## src/rtl/interp_pkg.sv

```systemverilog
// -----------------------------------------------------------------------------
// interp_pkg
// Shared definitions for the interpolation front end (zero_stuff_upsamp and
// its FIFO). Holds the default sample width and interpolation ratio, the
// default signed sample type and a helper that sizes the phase counter.
// -----------------------------------------------------------------------------
package interp_pkg;

  localparam int DATA_WIDTH_DEF = 5;
  localparam int UP_FACTOR_DEF  = 4;

  typedef logic signed [DATA_WIDTH_DEF-1:0] sample_t;

  // Number of bits needed to count phases 0..l-1.
  function automatic int phase_width(input int l);
    return $clog2(l);
  endfunction

endpackage

```

## src/rtl/sample_fifo2.sv

```systemverilog
// -----------------------------------------------------------------------------
// sample_fifo2
// Two-deep registered FIFO for signed samples. A written sample becomes
// visible on dout only from the following cycle on (no write-through).
// Ports:
//   clk   - clock
//   rst   - synchronous active-high reset, empties the FIFO
//   push  - write din this edge (ignored when full without a pop)
//   pop   - drop the head entry this edge (ignored when empty)
//   din   - sample to write
//   dout  - current head entry
//   count - number of stored entries (0..2)
// -----------------------------------------------------------------------------
module sample_fifo2
  import interp_pkg::*;
#(
  parameter int DATA_WIDTH = DATA_WIDTH_DEF
) (
  input  logic                         clk,
  input  logic                         rst,
  input  logic                         push,
  input  logic                         pop,
  input  logic signed [DATA_WIDTH-1:0] din,
  output logic signed [DATA_WIDTH-1:0] dout,
  output logic [1:0]                   count
);

  // slot0 is always the head; slot1 the younger entry.
  logic signed [DATA_WIDTH-1:0] slot0_q, slot0_d;
  logic signed [DATA_WIDTH-1:0] slot1_q, slot1_d;
  logic [1:0]                   count_q, count_d;

  // Next-state: shift on pop, append on push, both at once keeps order.
  always_comb begin
    slot0_d = slot0_q;
    slot1_d = slot1_q;
    count_d = count_q;
    case ({push, pop})
      2'b10: begin
        if (count_q == 2'd0) begin
          slot0_d = din;
          count_d = 2'd1;
        end else if (count_q == 2'd1) begin
          slot1_d = din;
          count_d = 2'd2;
        end else begin
          count_d = count_q;
        end
      end
      2'b01: begin
        if (count_q != 2'd0) begin
          slot0_d = slot1_q;
          count_d = count_q - 2'd1;
        end else begin
          count_d = count_q;
        end
      end
      2'b11: begin
        if (count_q == 2'd2) begin
          slot0_d = slot1_q;
          slot1_d = din;
        end else begin
          // One entry leaves, the new one becomes head; an empty FIFO has
          // nothing to pop so this is a plain push.
          slot0_d = din;
          count_d = 2'd1;
        end
      end
      default: begin
        count_d = count_q;
      end
    endcase
  end

  // State registers with synchronous reset.
  always_ff @(posedge clk) begin
    if (rst) begin
      slot0_q <= {DATA_WIDTH{1'b0}};
      slot1_q <= {DATA_WIDTH{1'b0}};
      count_q <= 2'd0;
    end else begin
      slot0_q <= slot0_d;
      slot1_q <= slot1_d;
      count_q <= count_d;
    end
  end

  assign dout  = slot0_q;
  assign count = count_q;

endmodule

```

## src/rtl/zero_stuff_upsamp.sv

```systemverilog
// -----------------------------------------------------------------------------
// zero_stuff_upsamp
// Rate-L upsampler feeding the interpolation FIR. Low-rate samples arrive on
// a valid/ready handshake into a 2-entry buffer; a free-running phase counter
// pops one sample on each phase-0 slot and emits it, followed by UP_FACTOR-1
// zeros. A phase-0 slot that finds the buffer empty emits a zero and sets the
// sticky underflow flag. Samples pass bit-exact (no gain compensation).
//
// Optional build macro UPSAMP_HOLD_EN: zero-order hold instead of zero
// stuffing (non-sample slots and underflow slots repeat the previous output).
//
// Ports:
//   clk       - clock
//   rst       - synchronous active-high reset
//   in        - signed low-rate sample
//   in_valid  - in carries a sample
//   in_ready  - a sample is accepted this cycle if in_valid is high
//   out       - signed full-rate stream (registered)
//   out_first - out carries a phase-0 slot (registered)
//   underflow - sticky, a phase-0 slot found the buffer empty
// -----------------------------------------------------------------------------
module zero_stuff_upsamp
  import interp_pkg::*;
#(
  parameter int DATA_WIDTH = DATA_WIDTH_DEF,
  parameter int UP_FACTOR  = UP_FACTOR_DEF
) (
  input  logic                         clk,
  input  logic                         rst,
  input  logic signed [DATA_WIDTH-1:0] in,
  input  logic                         in_valid,
  output logic                         in_ready,
  output logic signed [DATA_WIDTH-1:0] out,
  output logic                         out_first,
  output logic                         underflow
);

  localparam int PW = phase_width(UP_FACTOR);
  localparam logic [PW-1:0] PHASE_LAST = PW'(UP_FACTOR - 1);

  logic [PW-1:0]                phase_q, phase_d;
  logic signed [DATA_WIDTH-1:0] out_q, out_d;
  logic                         first_q, first_d;
  logic                         uflow_q, uflow_d;

  logic                         phase0_s;
  logic                         push_s;
  logic                         pop_s;
  logic signed [DATA_WIDTH-1:0] head_s;
  logic [1:0]                   count_s;

  assign phase0_s = (phase_q == {PW{1'b0}});
  assign pop_s    = phase0_s && (count_s != 2'd0);
  // Full buffer may still accept on phase 0 because the pop frees a slot.
  assign in_ready = !rst && ((count_s < 2'd2) || phase0_s);
  assign push_s   = in_valid && in_ready;

  sample_fifo2 #(
    .DATA_WIDTH (DATA_WIDTH)
  ) u_fifo (
    .clk   (clk),
    .rst   (rst),
    .push  (push_s),
    .pop   (pop_s),
    .din   (in),
    .dout  (head_s),
    .count (count_s)
  );

  // Phase advance and output slot selection.
  always_comb begin
    phase_d = (phase_q == PHASE_LAST) ? {PW{1'b0}} : phase_q + {{(PW-1){1'b0}}, 1'b1};
    out_d   = out_q;
    first_d = 1'b0;
    uflow_d = uflow_q;
    if (phase0_s) begin
      first_d = 1'b1;
      if (count_s != 2'd0) begin
        out_d = head_s;
      end else begin
        uflow_d = 1'b1;
`ifdef UPSAMP_HOLD_EN
        out_d = out_q;
`else
        out_d = {DATA_WIDTH{1'b0}};
`endif
      end
    end else begin
      first_d = 1'b0;
`ifdef UPSAMP_HOLD_EN
      out_d = out_q;
`else
      out_d = {DATA_WIDTH{1'b0}};
`endif
    end
  end

  // Registers with synchronous reset.
  always_ff @(posedge clk) begin
    if (rst) begin
      phase_q <= {PW{1'b0}};
      out_q   <= {DATA_WIDTH{1'b0}};
      first_q <= 1'b0;
      uflow_q <= 1'b0;
    end else begin
      phase_q <= phase_d;
      out_q   <= out_d;
      first_q <= first_d;
      uflow_q <= uflow_d;
    end
  end

  assign out       = out_q;
  assign out_first = first_q;
  assign underflow = uflow_q;

endmodule

```

## config.mk

```make
export PLATFORM = sky130hd
export DESIGN_NAME = zero_stuff_upsamp
export DESIGN_NICKNAME = d
export VERILOG_FILES = /design/src/rtl/interp_pkg.sv /design/src/rtl/sample_fifo2.sv /design/src/rtl/zero_stuff_upsamp.sv
export SDC_FILE = /design/constraint.sdc
export NUM_CORES = 1
export LEC_CHECK = 0
export BUFFER_PORTS_ARGS = -buffer_cell sky130_fd_sc_hd__clkbuf_2
export CAP_MARGIN = 30
export CORE_MARGIN = 5
export CORE_UTILIZATION = 58
export DETAILED_ROUTE_END_ITERATION = 10
export HOLD_SLACK_MARGIN = 0.15
export MAX_ROUTING_LAYER = met4
export PLACE_DENSITY = 0.78
export SLEW_MARGIN = 15
export SYNTH_ARGS = -nofsm -noshare
export SYNTH_HDL_FRONTEND = slang
export SYNTH_SLANG_ARGS = --single-unit
```

## constraint.sdc

```tcl
create_clock -name clk -period 3 [get_ports clk]
set_input_delay 0.45 -clock clk [delete_from_list [all_inputs] [get_ports clk]]
set_output_delay 0.45 -clock clk [all_outputs]
set_load 0.02 [all_outputs]
```

# Word-level counts from Yosys, hierarchy flattened
# Cells that the tools add are included.
dict set report word_totals {
  register_bits 21
  word_cells 55
  out_inout_bits 8
}
dict set report classes {
  eq_ne 13
  n_reduce_logical 16
  n_bitwise 2
  n_addsub 2
  mux 14
  magnitude_cmp 1
}
# cell count
set op_table {}
lappend op_table {{two-way mux 5 bit} 6}
lappend op_table {{one-hot mux 5 bit (3 select lines)} 1}
lappend op_table {{one-hot mux 5 bit (2 select lines)} 1}
lappend op_table {{equality test 2 bit, second input constant} 4}
lappend op_table {{two-way mux 2 bit} 4}
lappend op_table {{AND reduction 4 bit} 2}
lappend op_table {{!= test 2 x 1 -> 1 bit, second input constant} 3}
lappend op_table {{!= test 2 bit, second input constant} 3}
lappend op_table {{one-hot mux 2 bit (3 select lines)} 1}
lappend op_table {{equality test 2 x 1 -> 1 bit, second input constant} 2}
lappend op_table {{logical NOT 2 bit} 2}
lappend op_table {{nonzero test 2 bit} 2}
lappend op_table {{logical AND 1 bit} 3}
lappend op_table {{!= test 3 x 1 -> 1 bit, second input constant} 1}
lappend op_table {{AND reduction 3 bit} 1}
lappend op_table {{nonzero test 3 bit} 1}
lappend op_table {{OR reduction 3 bit} 1}
lappend op_table {{adder 2 x 1 -> 2 bit, second input constant} 1}
lappend op_table {{less-than comparator 2 bit, second input constant} 1}
lappend op_table {{NOT 1 bit} 2}
lappend op_table {{AND reduction 2 bit} 1}
lappend op_table {{OR reduction 2 bit} 1}
lappend op_table {{subtractor 2 x 1 -> 2 bit, second input constant} 1}
lappend op_table {{logical NOT 1 bit} 1}
lappend op_table {{2 further kinds} 2}

# Logic depth before layout (Yosys ltp)
# Gate-level depths: netlist of the first run.
dict set report depth {
  word_depth 7
  ltp_mapped 8
  depth_no_buf 6
}

# By module
# From an unflattened synthesis of the first run, not the netlist that was laid out.
dict set report hier_totals {
  cells_unflattened 106
  hier_area_um2 1029.7
}
# module n_inst cells_per_inst seq_area_each_um2 area_per_inst_um2
set by_module_without_submodules {}
lappend by_module_without_submodules {sample_fifo2 1 76 240.2 701.9}
lappend by_module_without_submodules {zero_stuff_upsamp 1 30 180.2 327.8}

# Worst setup path before layout of the first run
# No wires, ideal clock.
dict set report synth_path {
  path_type {in2out}
  startpoint {input port rst}
  endpoint {output port in_ready}
  stages 3
  slack_ns 1.362
  n_path_buf 2
  arrival_time_ns 1.188
  cell_sequence {clkbuf_1 buf_2 a21oi_1}
}
dict set report synth_via {
  elab_chain_len 2
}
# element line
set synth_lines {}
lappend synth_lines {{start: declaration} zero_stuff_upsamp.sv:29} ;# input logic rst,
lappend synth_lines {{logical NOT 1 bit} zero_stuff_upsamp.sv:55} ;# assign in_ready = !rst && ((count_s < 2'd2) || phase0_s);
lappend synth_lines {{logical AND 1 bit} zero_stuff_upsamp.sv:55}
lappend synth_lines {{end: declaration} zero_stuff_upsamp.sv:32} ;# output logic in_ready,
# No other way between the ends.

# Worst setup path after layout of the first run
dict set report layout_path {
  startpoint {register phase_q[0]}
  endpoint {output port in_ready}
}
dict set report layout_via {
  elab_chain_len 3
}
# element line
set layout_lines {}
lappend layout_lines {{start: declaration} zero_stuff_upsamp.sv:41} ;# logic [PW-1:0] phase_q, phase_d;
lappend layout_lines {{start signal: assignment} zero_stuff_upsamp.sv:101} ;# phase_q <= {PW{1'b0}};
lappend layout_lines {{start signal: assignment} zero_stuff_upsamp.sv:106} ;# phase_q <= phase_d;
lappend layout_lines {{logical NOT 2 bit} zero_stuff_upsamp.sv:52} ;# assign phase0_s = (phase_q == {PW{1'b0}});
lappend layout_lines {{logical OR 1 bit} zero_stuff_upsamp.sv:55}
lappend layout_lines {{logical AND 1 bit} zero_stuff_upsamp.sv:55}
# No other way between the ends.

==> run summary, run 1 <==
Entering global routing, the biggest net connects 25 pins. The run gives 0 as the number of antenna violations at the first check in global routing. Of all nets on the critical path, the largest fanout is 8.

The critical path contains buffers and inverters numbering 3 combined. At the worst endpoint, the required time is 2.55 ns. The cell at the slowest stage of the critical path is sky130_fd_sc_hd__dfxtp_1.

The xor/xnor cell area share of the yosys netlist is 0.847%. Least setup slack across all paths after layout: 0.968 ns. Storage element area: 420 sq um. Among the stages of the critical path, the cell type that occurs most often is sky130_fd_sc_hd__inv_1. The repair_antennas step left the layout with diodes totalling 0. TritonCTS built the clock tree. The run gives 677 as the via count of the first global-routing pass.

On the critical path the largest part of the delay comes from buffers and inverters. For the pin with the worst max-slew slack, the measured transition is 0.486 ns. The logs give 0 ns for the setup TNS after final layout and 33 for the count of different cell masters after synthesis. The endpoint kind of the worst setup timing path was an output port.

After the last flow step, the layout net total stands at 129. The tools report the worst-case headroom to the max-slew limit as 67.6%. The total vias in the final route is 729, and the buffer depth of the longest clock path is 2. The share of the core filled with cells was 66.0%. The critical path is of the reg2out type.

The number of port buffers was 15. At the end of routability-driven placement, the weighted congestion stood at 0.791. Using the TritonRoute via totals, the vias-per-cell ratio works out to 5.21. The clock slew at the register clock pins of the worst setup and hold paths is 0.12 ns.

The tools report the layout filler cell count as 139. Flip-flop and latch count after synthesis: 21. The post-placement setup slack came out at 1.14 ns.

Number of placed I/O pins: 16. The cell count after synthesis came out at 101. Summing the areas of all and, or, nand and nor instances in the mapped netlist gives 16.8% of the synthesized area. Once the floorplan was initialized, standard cells occupied 60.5% of the core. After floorplanning, the core was divided into 15 placement rows. The run gives 1270 um as the HPWL reported at the end of detailed placement. After detailed routing, the number of remaining DRC violations is 0. Of the cells placed in the final design, the portion with a size suffix greater than 1 is 26.1%.

The portion of netlist area occupied by mux cells was 4.84%; the net count of the mapped netlist was 114. The sequential-to-total area share from yosys stat is 40.7%. The remaining global-route overflow came out at 0.

The area fraction in compound gates after synthesis works out to 22.2%. Clock tree synthesis selected as its root buffer the cell sky130_fd_sc_hd__clkbuf_4. Data on the critical path arrives at its endpoint at 1.58 ns.

The reg-to-reg startpoint was u_fifo.count[1]$_SDFFE_PP0P_. The number of gates resized after CTS is 0. Worst ir drop on vdd: 0.336 mV. The deepest level of the CTS H-tree came out at 1.

The final instance area is 1130 sq um, and the number of search-and-repair iterations in the first detailed-routing pass is 3. For this run, the number of Yosys warnings is 0. Including well taps, the total number of placed cells is 136. Setup violations remaining at the end of the flow were counted as 0.

The die outline height came out at 52.2 um. In the layout the commonest cells are 21 x sky130_fd_sc_hd__dfxtp_1, 15 x sky130_fd_sc_hd__clkbuf_2, 11 x sky130_fd_sc_hd__inv_1. In this run, synthesis inferred 0 flip-flops with an integrated enable.

The startpoint identified for the worst hold timing path is in[3]. Setup repair after global routing left no endpoint under its margin. The predominant post-synthesis flop cell is sky130_fd_sc_hd__dfxtp_1. The run gives 1100 sq um as the instance area after placement. The overall routed net length came out at 1710 um. Power spread over the standard cell area amounts to 627 nW/um^2. The clock reaches the later pin of the worst-skew pair after 0.31 ns. The largest single stage delay on the critical path is 0.34 ns. Summing all multi-input logic gate instances after layout gives 524 sq um.

The run gives 492 MHz as the top achievable clock speed. For the wire length of the first global-routing pass, the log shows 2890 um. The most common cell after layout, fill and taps aside was sky130_fd_sc_hd__dfxtp_1.

The worst hold path belongs to the class in2reg. The total count of hold-check failures in the final report came out at 0. Once detail routing completed, the nets flagged for antenna violations numbered 0. The run finished with clean final reports. Tracing the worst setup path back leads to its startpoint at phase_q[0]$_SDFF_PP0_. STA classifies the critical path startpoint as a flip-flop. The tool flagged a number of max-cap violations equal to 0.

The critical path goes through inv_1 > ha_1 > inv_1 > a21oi_1 > clkbuf_2. Measured along the x axis, the die boundary spans 52.2 um. The worst setup slack for register-to-register paths came out at 1.11 ns. The synthesis-to-finish area growth was 9.08%; the placeable core region was 1710 sq um.

Averaged over all synthesized cells, the footprint is 10.2 sq um. Subtracting the final worst setup slack from the clock period gives 2.03 ns. After the first detailed-routing iteration, the DRC count stood at 3. The tree built by TritonCTS fans out to 21 sinks.

Area share of fa/ha/maj cells after synthesis: 6.05%. The buffers inserted during post-CTS setup optimization is 0. The ratio of final minimum period to clock period was 67.7%. By area, the combinational part of the netlist is dominated by compound AO/OA/AOI/OAI gates. The share of flip-flops with an asynchronous set or reset after synthesis is 0%, and the count of hold-fix buffers inserted at cts is 0. The setup skew after layout was 0.00266 ns; the total global routing track utilization was 14.8%. The total die area is 2730 sq um, and the number of standard cells in the final layout excluding fillers is 140.

The total standard cell area after synthesis was 1030 sq um; the number of buffers inserted during clock tree synthesis was 3. Final number of max-transition violations: 0. After detailed routing, the average wire length per cell comes to 12.2 um.

The static power due to leakage is 0.496 nW.
## synthesized netlist by cell type, types with 3 or more instances
| cell | n | share of area, % |
|---|---|---|
| sky130_fd_sc_hd__nor2_1 | 7 | 2.5 |
| sky130_fd_sc_hd__and2_1 | 4 | 2.4 |
| sky130_fd_sc_hd__mux2i_1 | 5 | 4.8 |
| sky130_fd_sc_hd__buf_6 | 3 | 3.3 |
| sky130_fd_sc_hd__inv_1 | 11 | 4.0 |
| sky130_fd_sc_hd__ha_1 | 5 | 6.1 |
| sky130_fd_sc_hd__o21ai_1 | 3 | 1.5 |
| sky130_fd_sc_hd__o21ai_0 | 4 | 1.9 |
| sky130_fd_sc_hd__o41ai_1 | 3 | 2.5 |
| sky130_fd_sc_hd__nor3_1 | 4 | 1.9 |
| sky130_fd_sc_hd__a211oi_1 | 4 | 2.9 |
| sky130_fd_sc_hd__dfxtp_1 | 21 | 41 |
| sky130_fd_sc_hd__a21oi_1 | 4 | 1.9 |
## state kept, by name, indices dropped and copies added (netlist names)
| name | count |
|---|---|
| out | 5 |
| out_first | 1 |
| phase_q | 2 |
| u_fifo.count | 2 |
| u_fifo.dout | 5 |
| u_fifo.slot1_q | 5 |
| underflow | 1 |
## power breakdown
group / total (mW) / internal, mW / switching, mW / leakage [nW]
clock: 0.136 / 0.0498 / 0.0864 / 0.0177
combinational: 0.235 / 0.103 / 0.131 / 0.306
sequential: 0.336 / 0.317 / 0.0189 / 0.172
## logic make-up after synthesis
group | Yosys count
xor gates and xnor gates | 1
DFF | 21
and+or+nand+nor | 26
buffers and inverters | 17
AOI/OAI and AO/OA | 26
adders and majority gates | 5
muxes | 5
## worst paths after layout
kind	to	depth (start not counted)
setup / recovery	in_ready	5
hold / removal	u_fifo.slot1_q[3]$_SDFFE_PP0P_	3
setup reg to reg	u_fifo.count[0]$_SDFFE_PP0P_	6
hold reg to reg	phase_q[0]$_SDFF_PP0_	1
## routing by layer
metal,global-route usage [%],wire length [um],vias to the layer above
li1,-,-,384
met1,17.6,821,325
met2,24.1,781,16
met3,2.56,76,4
met4,7.66,31,0
met5,-,0,-
## metrics by stage
step	hold WS (ns)	power, mW
3_3_place_gp	0.431	0.571
3_5_place_dp	0.443	0.576
5_1_grt	0.365	0.752
4_1_cts	0.361	0.710
6_report	0.366	0.707
2_1_floorplan	0.419	0.542
## tightest hold or removal path: cells and delay by family
| family | cells | cell delay [ns] |
|---|---|---|
| buffers and inverters | 1 | 0.09 |
| AOI/OAI and AO/OA | 2 | 0.11 |
## cell type report
type | instances | share of cell area (%)
Multi-Input combinational cell | 63 | 46.5
Sequential cell | 21 | 37.3
Timing Repair Buffer | 16 | 7.33
Inverter | 11 | 3.66
Tap cell | 25 | 2.77
Clock buffer | 3 | 2.00
Clock inverter | 1 | 0.444
No activity file was read; power rests on OpenSTA's default activity.
==> run 2: changes to the inputs <==
- ABC_AREA: default -> 1
- CORE_UTILIZATION: 58 -> 53
- PLACE_DENSITY: 0.78 -> 0.73
- clock period: 3 -> 2 ns (I/O delays scaled with it)
==> run 2 against run 1 <==
Effect of this change:
- area after synthesis down 5.8%
- combinational power up 140%
- register-to-register slack worse by 0.84 ns
- clock power up 48%
- synthesized cell count up 27%
- largest cell class unchanged
==> run summary, run 2 <==
The run gives 0 (unchanged) as the buffers inserted during post-CTS setup optimization. TritonCTS built the clock tree. The clock slew at the register clock pins of the worst setup and hold paths is 0.12 ns (about the same). Setup repair after global routing left no endpoint under its margin. Highest-count cells in the layout ignoring fill and taps: 25 x sky130_fd_sc_hd__nand2_1, 21 x sky130_fd_sc_hd__dfxtp_1, 18 x sky130_fd_sc_hd__nor2_1 (was 21 x sky130_fd_sc_hd__dfxtp_1, 15 x sky130_fd_sc_hd__clkbuf_2, 11 x sky130_fd_sc_hd__inv_1). The mean instance size in the synthesized netlist came out at 7.60 sq um (was 10.2 sq um). For the buffer depth of the longest clock path, the log shows 2 (unchanged). The net count of the mapped netlist came out at 141 (was 114). The predominant post-synthesis flop cell is sky130_fd_sc_hd__dfxtp_1 (unchanged). Most used standard cell by instance count after synthesis: sky130_fd_sc_hd__nand2_1 (was sky130_fd_sc_hd__dfxtp_1). The total buffers and inverters traversed by the critical path came out at 1 (was 3). The logs give 0 (unchanged) for the number of gates resized after CTS and 4 (was 3) for the number of search-and-repair iterations in the first detailed-routing pass. The cell at the slowest stage of the critical path is sky130_fd_sc_hd__dfxtp_1 (unchanged). The flow ran to the end, and the final reports show no timing, DRC or antenna violations.

The share of flip-flops with an asynchronous set or reset after synthesis was 0% (unchanged); the count of unresolved DRC violations after routing was 0 (unchanged). Via density per instance: 4.76 (was 5.21). The routability congestion estimate came out at 0.817 (was 0.791).

The clock latency on the worst-skew pair came out at 0.31 ns (about the same). For the number of placed I/O pins, the log shows 16 (unchanged). The tools report the total standard cell area after synthesis as 973 sq um (was 1030 sq um). The placeable core region came out at 1750 sq um (was 1710 sq um). Number of buffers inserted during clock tree synthesis: 3 (unchanged).

Family of cells with the greatest summed delay on the critical path: simple AND/OR/NAND/NOR gates (was buffers and inverters). The total count of hold-check failures in the final report was 0 (unchanged); the count of hold-fix buffers inserted at cts was 0 (unchanged). The transition time at the pin with the least slew margin was 0.262 ns (was 0.486 ns); the flip-flop and latch count after synthesis was 21 (unchanged). The die boundary width is 52.9 um (was 52.2 um). Count of max-cap constraint violations: 0 (unchanged).

Fraction of final layout cells with drive strength greater than 1: 17.8% (was 26.1%). The power density over cell area is 1200 nW/um^2 (was 627 nW/um^2), and the number of diodes is 0 (unchanged). The sequential-to-total area share from yosys stat was 43.2% (was 40.7%); the HPWL reported at the end of detailed placement was 1300 um (was 1270 um). The run gives 55.8% (was 60.5%) as the initial core utilization. The die outline height was 52.9 um (was 52.2 um). The critical path required time came out at 2.22 ns (was 2.55 ns). The run gives 1680 um (was 1710 um) as the overall routed net length. The arrival time at the worst endpoint is 1.95 ns (was 1.58 ns).

The library cell with the largest summed area after synthesis was sky130_fd_sc_hd__dfxtp_1 (unchanged). Type of the most critical hold path: in2reg (unchanged). Worst ir drop on vdd: 0.646 mV (was 0.336 mV). The number of flops mapped to enable cells by yosys is 0 (unchanged), and the wire length of the first global-routing pass is 2820 um (was 2890 um). The total die area is 2790 sq um (was 2730 sq um), and the setup skew after layout is 0.0124 ns (was 0.00266 ns). The worst setup slack for register-to-register paths came out at 0.27 ns (was 1.11 ns). For the number of antenna violations at the first check in global routing, the log shows 0 (unchanged). Most frequent cell on the critical path: sky130_fd_sc_hd__nand2_1 (was sky130_fd_sc_hd__inv_1). The total vias in the final route came out at 814 (was 729). The buffer cell driving the clock tree root is sky130_fd_sc_hd__clkbuf_4 (unchanged). The setup TNS after final layout was 0 ns (unchanged); the clock period minus final worst setup slack was 1.73 ns. The synthesis-to-finish area growth works out to 12.6% (was 9.08%). The final layout net count is 160 (was 129), and the number of port buffers is 15 (unchanged).

The run gives 680 (was 677) as the via count of the first global-routing pass. The total global routing track utilization was 14.3% (was 14.8%); the total clock sinks was 21 (unchanged). The run gives 20 (was 33) as the count of different cell masters after synthesis. The critical-path maximum fanout was 12 (was 8).

Most frequent cells after synthesis: 25 x sky130_fd_sc_hd__nand2_1, 21 x sky130_fd_sc_hd__dfxtp_1, 18 x sky130_fd_sc_hd__nor2_1 (was 21 x sky130_fd_sc_hd__dfxtp_1, 11 x sky130_fd_sc_hd__inv_1, 7 x sky130_fd_sc_hd__nor2_1). The remaining global-route overflow is 0 (unchanged), and the final routed wire length divided by cell count is 9.82 um (was 12.2 um). The fraction of post-synthesis cell area in the top cell type by area was 43.2% (was 40.7%); the instance area after placement was 1070 sq um (was 1100 sq um). Endpoint kind of the worst setup timing path: a flip-flop (was an output port).

The logs give 1 (unchanged) for the deepest level of the CTS H-tree and 62.8% (was 66.0%) for the share of the core filled with cells. The final number of max-transition violations is 0 (unchanged). The kind of launch point of the worst setup path is a flip-flop (unchanged). The count of mapped cells out of synthesis came out at 128 (was 101). The run gives 1100 sq um (was 1130 sq um) as the final instance area. Top cells by area in the synthesized netlist: sky130_fd_sc_hd__dfxtp_1 43%, sky130_fd_sc_hd__nand2_1 9.6%, sky130_fd_sc_hd__a21oi_1 7.2% (was sky130_fd_sc_hd__dfxtp_1 41%, sky130_fd_sc_hd__ha_1 6.1%, sky130_fd_sc_hd__mux2i_1 4.8%). The count of yosys warnings during synthesis came out at 0 (unchanged). The largest net degree at the start of global routing is 15 (was 25), and the ratio of final minimum period to clock period is 86.6%. Starting DRC count in detailed routing: 25 (was 3). Cell Chain, Critical Path: inv_1 > ha_1 > nor2_4 > nand2_4 > or2_4 > nand2_1 > nand2_1 > nand2_1 > nor2_1 (was inv_1 > ha_1 > inv_1 > a21oi_1 > clkbuf_2).

The number of placement rows was 15 (unchanged); the top achievable clock speed was 577 MHz. Most common cell after layout, fill and taps aside: sky130_fd_sc_hd__nand2_1 (was sky130_fd_sc_hd__dfxtp_1). The worst-case headroom to the max-slew limit is 82.5% (was 67.6%), and the number of antenna-violating nets in the routed design is 0 (unchanged). The total setup violations reported at the end of the flow was 0 (unchanged). The tools report the static power due to leakage as 0.556 nW (was 0.496 nW).

The classification of the worst setup path is reg2reg (was reg2out). The longest individual stage delay on the worst path works out to 0.41 ns (was 0.34 ns).
## run 2: cell count changes after synthesis, sizes merged, moves of 4 or more
cell / before / now
a211oi: 4 / 0
a21oi: 4 / 14
and2: 4 / 0
buf: 5 / 1
inv: 11 / 17
mux2i: 5 / 0
nand2: 0 / 26
nand3: 0 / 8
nand3b: 1 / 5
nor2: 7 / 19
o41ai: 5 / 0
## run 2: final cells by class
class                      count  area [sq um]
clock buffer                   3          22.5
clock inverter                 1          5.00
fill                         165           649
inverter                      17          63.8
multi-input combinational     88           470
sequential                    21           420
tap                           25          31.3
timing repair buffer          16          82.6
## run 2: power by group
part | internal, mW | switching, mW
sequential | 0.513 | 0.0457
combinational | 0.197 | 0.357
clock | 0.0747 | 0.127
## run 2: worst paths after layout
path / from / endpoint / cells after the start
min: in[2] / u_fifo.slot1_q[2]$_SDFFE_PP0P_ / 3
max reg2reg: u_fifo.count[1]$_SDFFE_PP0P_ / u_fifo.count[1]$_SDFFE_PP0P_ / 9
min reg2reg: u_fifo.dout[1]$_SDFFE_PP0P_ / out[1]$_SDFF_PP0_ / 2
max: u_fifo.count[1]$_SDFFE_PP0P_ / u_fifo.count[1]$_SDFFE_PP0P_ / 9
## run 2: kinds of logic after synthesis
| logic type | share of synthesized area [%] |
|---|---|
| and+or+nand+nor | 32.1 |
| DFF | 43.2 |
| AOI/OAI and AO/OA | 9.77 |
| buffers and inverters | 8.48 |
| adders and majority gates | 6.43 |
## run 2: stage by stage
step	power (mW)	instances	hold slack [ns]	setup slack (ns)
4_1_cts	1.33	171	0.217	0.276
3_3_place_gp	1.10	167	0.415	0.380
3_5_place_dp	1.12	167	0.415	0.295
2_1_floorplan	1.01	128	0.372	0.340
6_report	1.31	171	0.230	0.268
5_1_grt	1.43	171	0.237	0.117
## run 2: worst register-to-register path, stage by stage, from the launching register on
cell and delay (ns):
sky130_fd_sc_hd__dfxtp_1 0.41, sky130_fd_sc_hd__inv_1 0.10, sky130_fd_sc_hd__ha_1 0.28, sky130_fd_sc_hd__nor2_4 0.19, sky130_fd_sc_hd__nand2_4 0.09, sky130_fd_sc_hd__or2_4 0.31, sky130_fd_sc_hd__nand2_1 0.12, sky130_fd_sc_hd__nand2_1 0.06
sky130_fd_sc_hd__nand2_1 0.05, sky130_fd_sc_hd__nor2_1 0.04
## run 2: per-layer routing
layer | vias up | global-route usage (%) | routed length [um]
met2 | 20 | 21.5 | 740
met4 | 0 | 10.2 | 48
met1 | 342 | 17.3 | 808
met5 | - | - | 0
li1 | 447 | - | -
met3 | 5 | 2.54 | 81
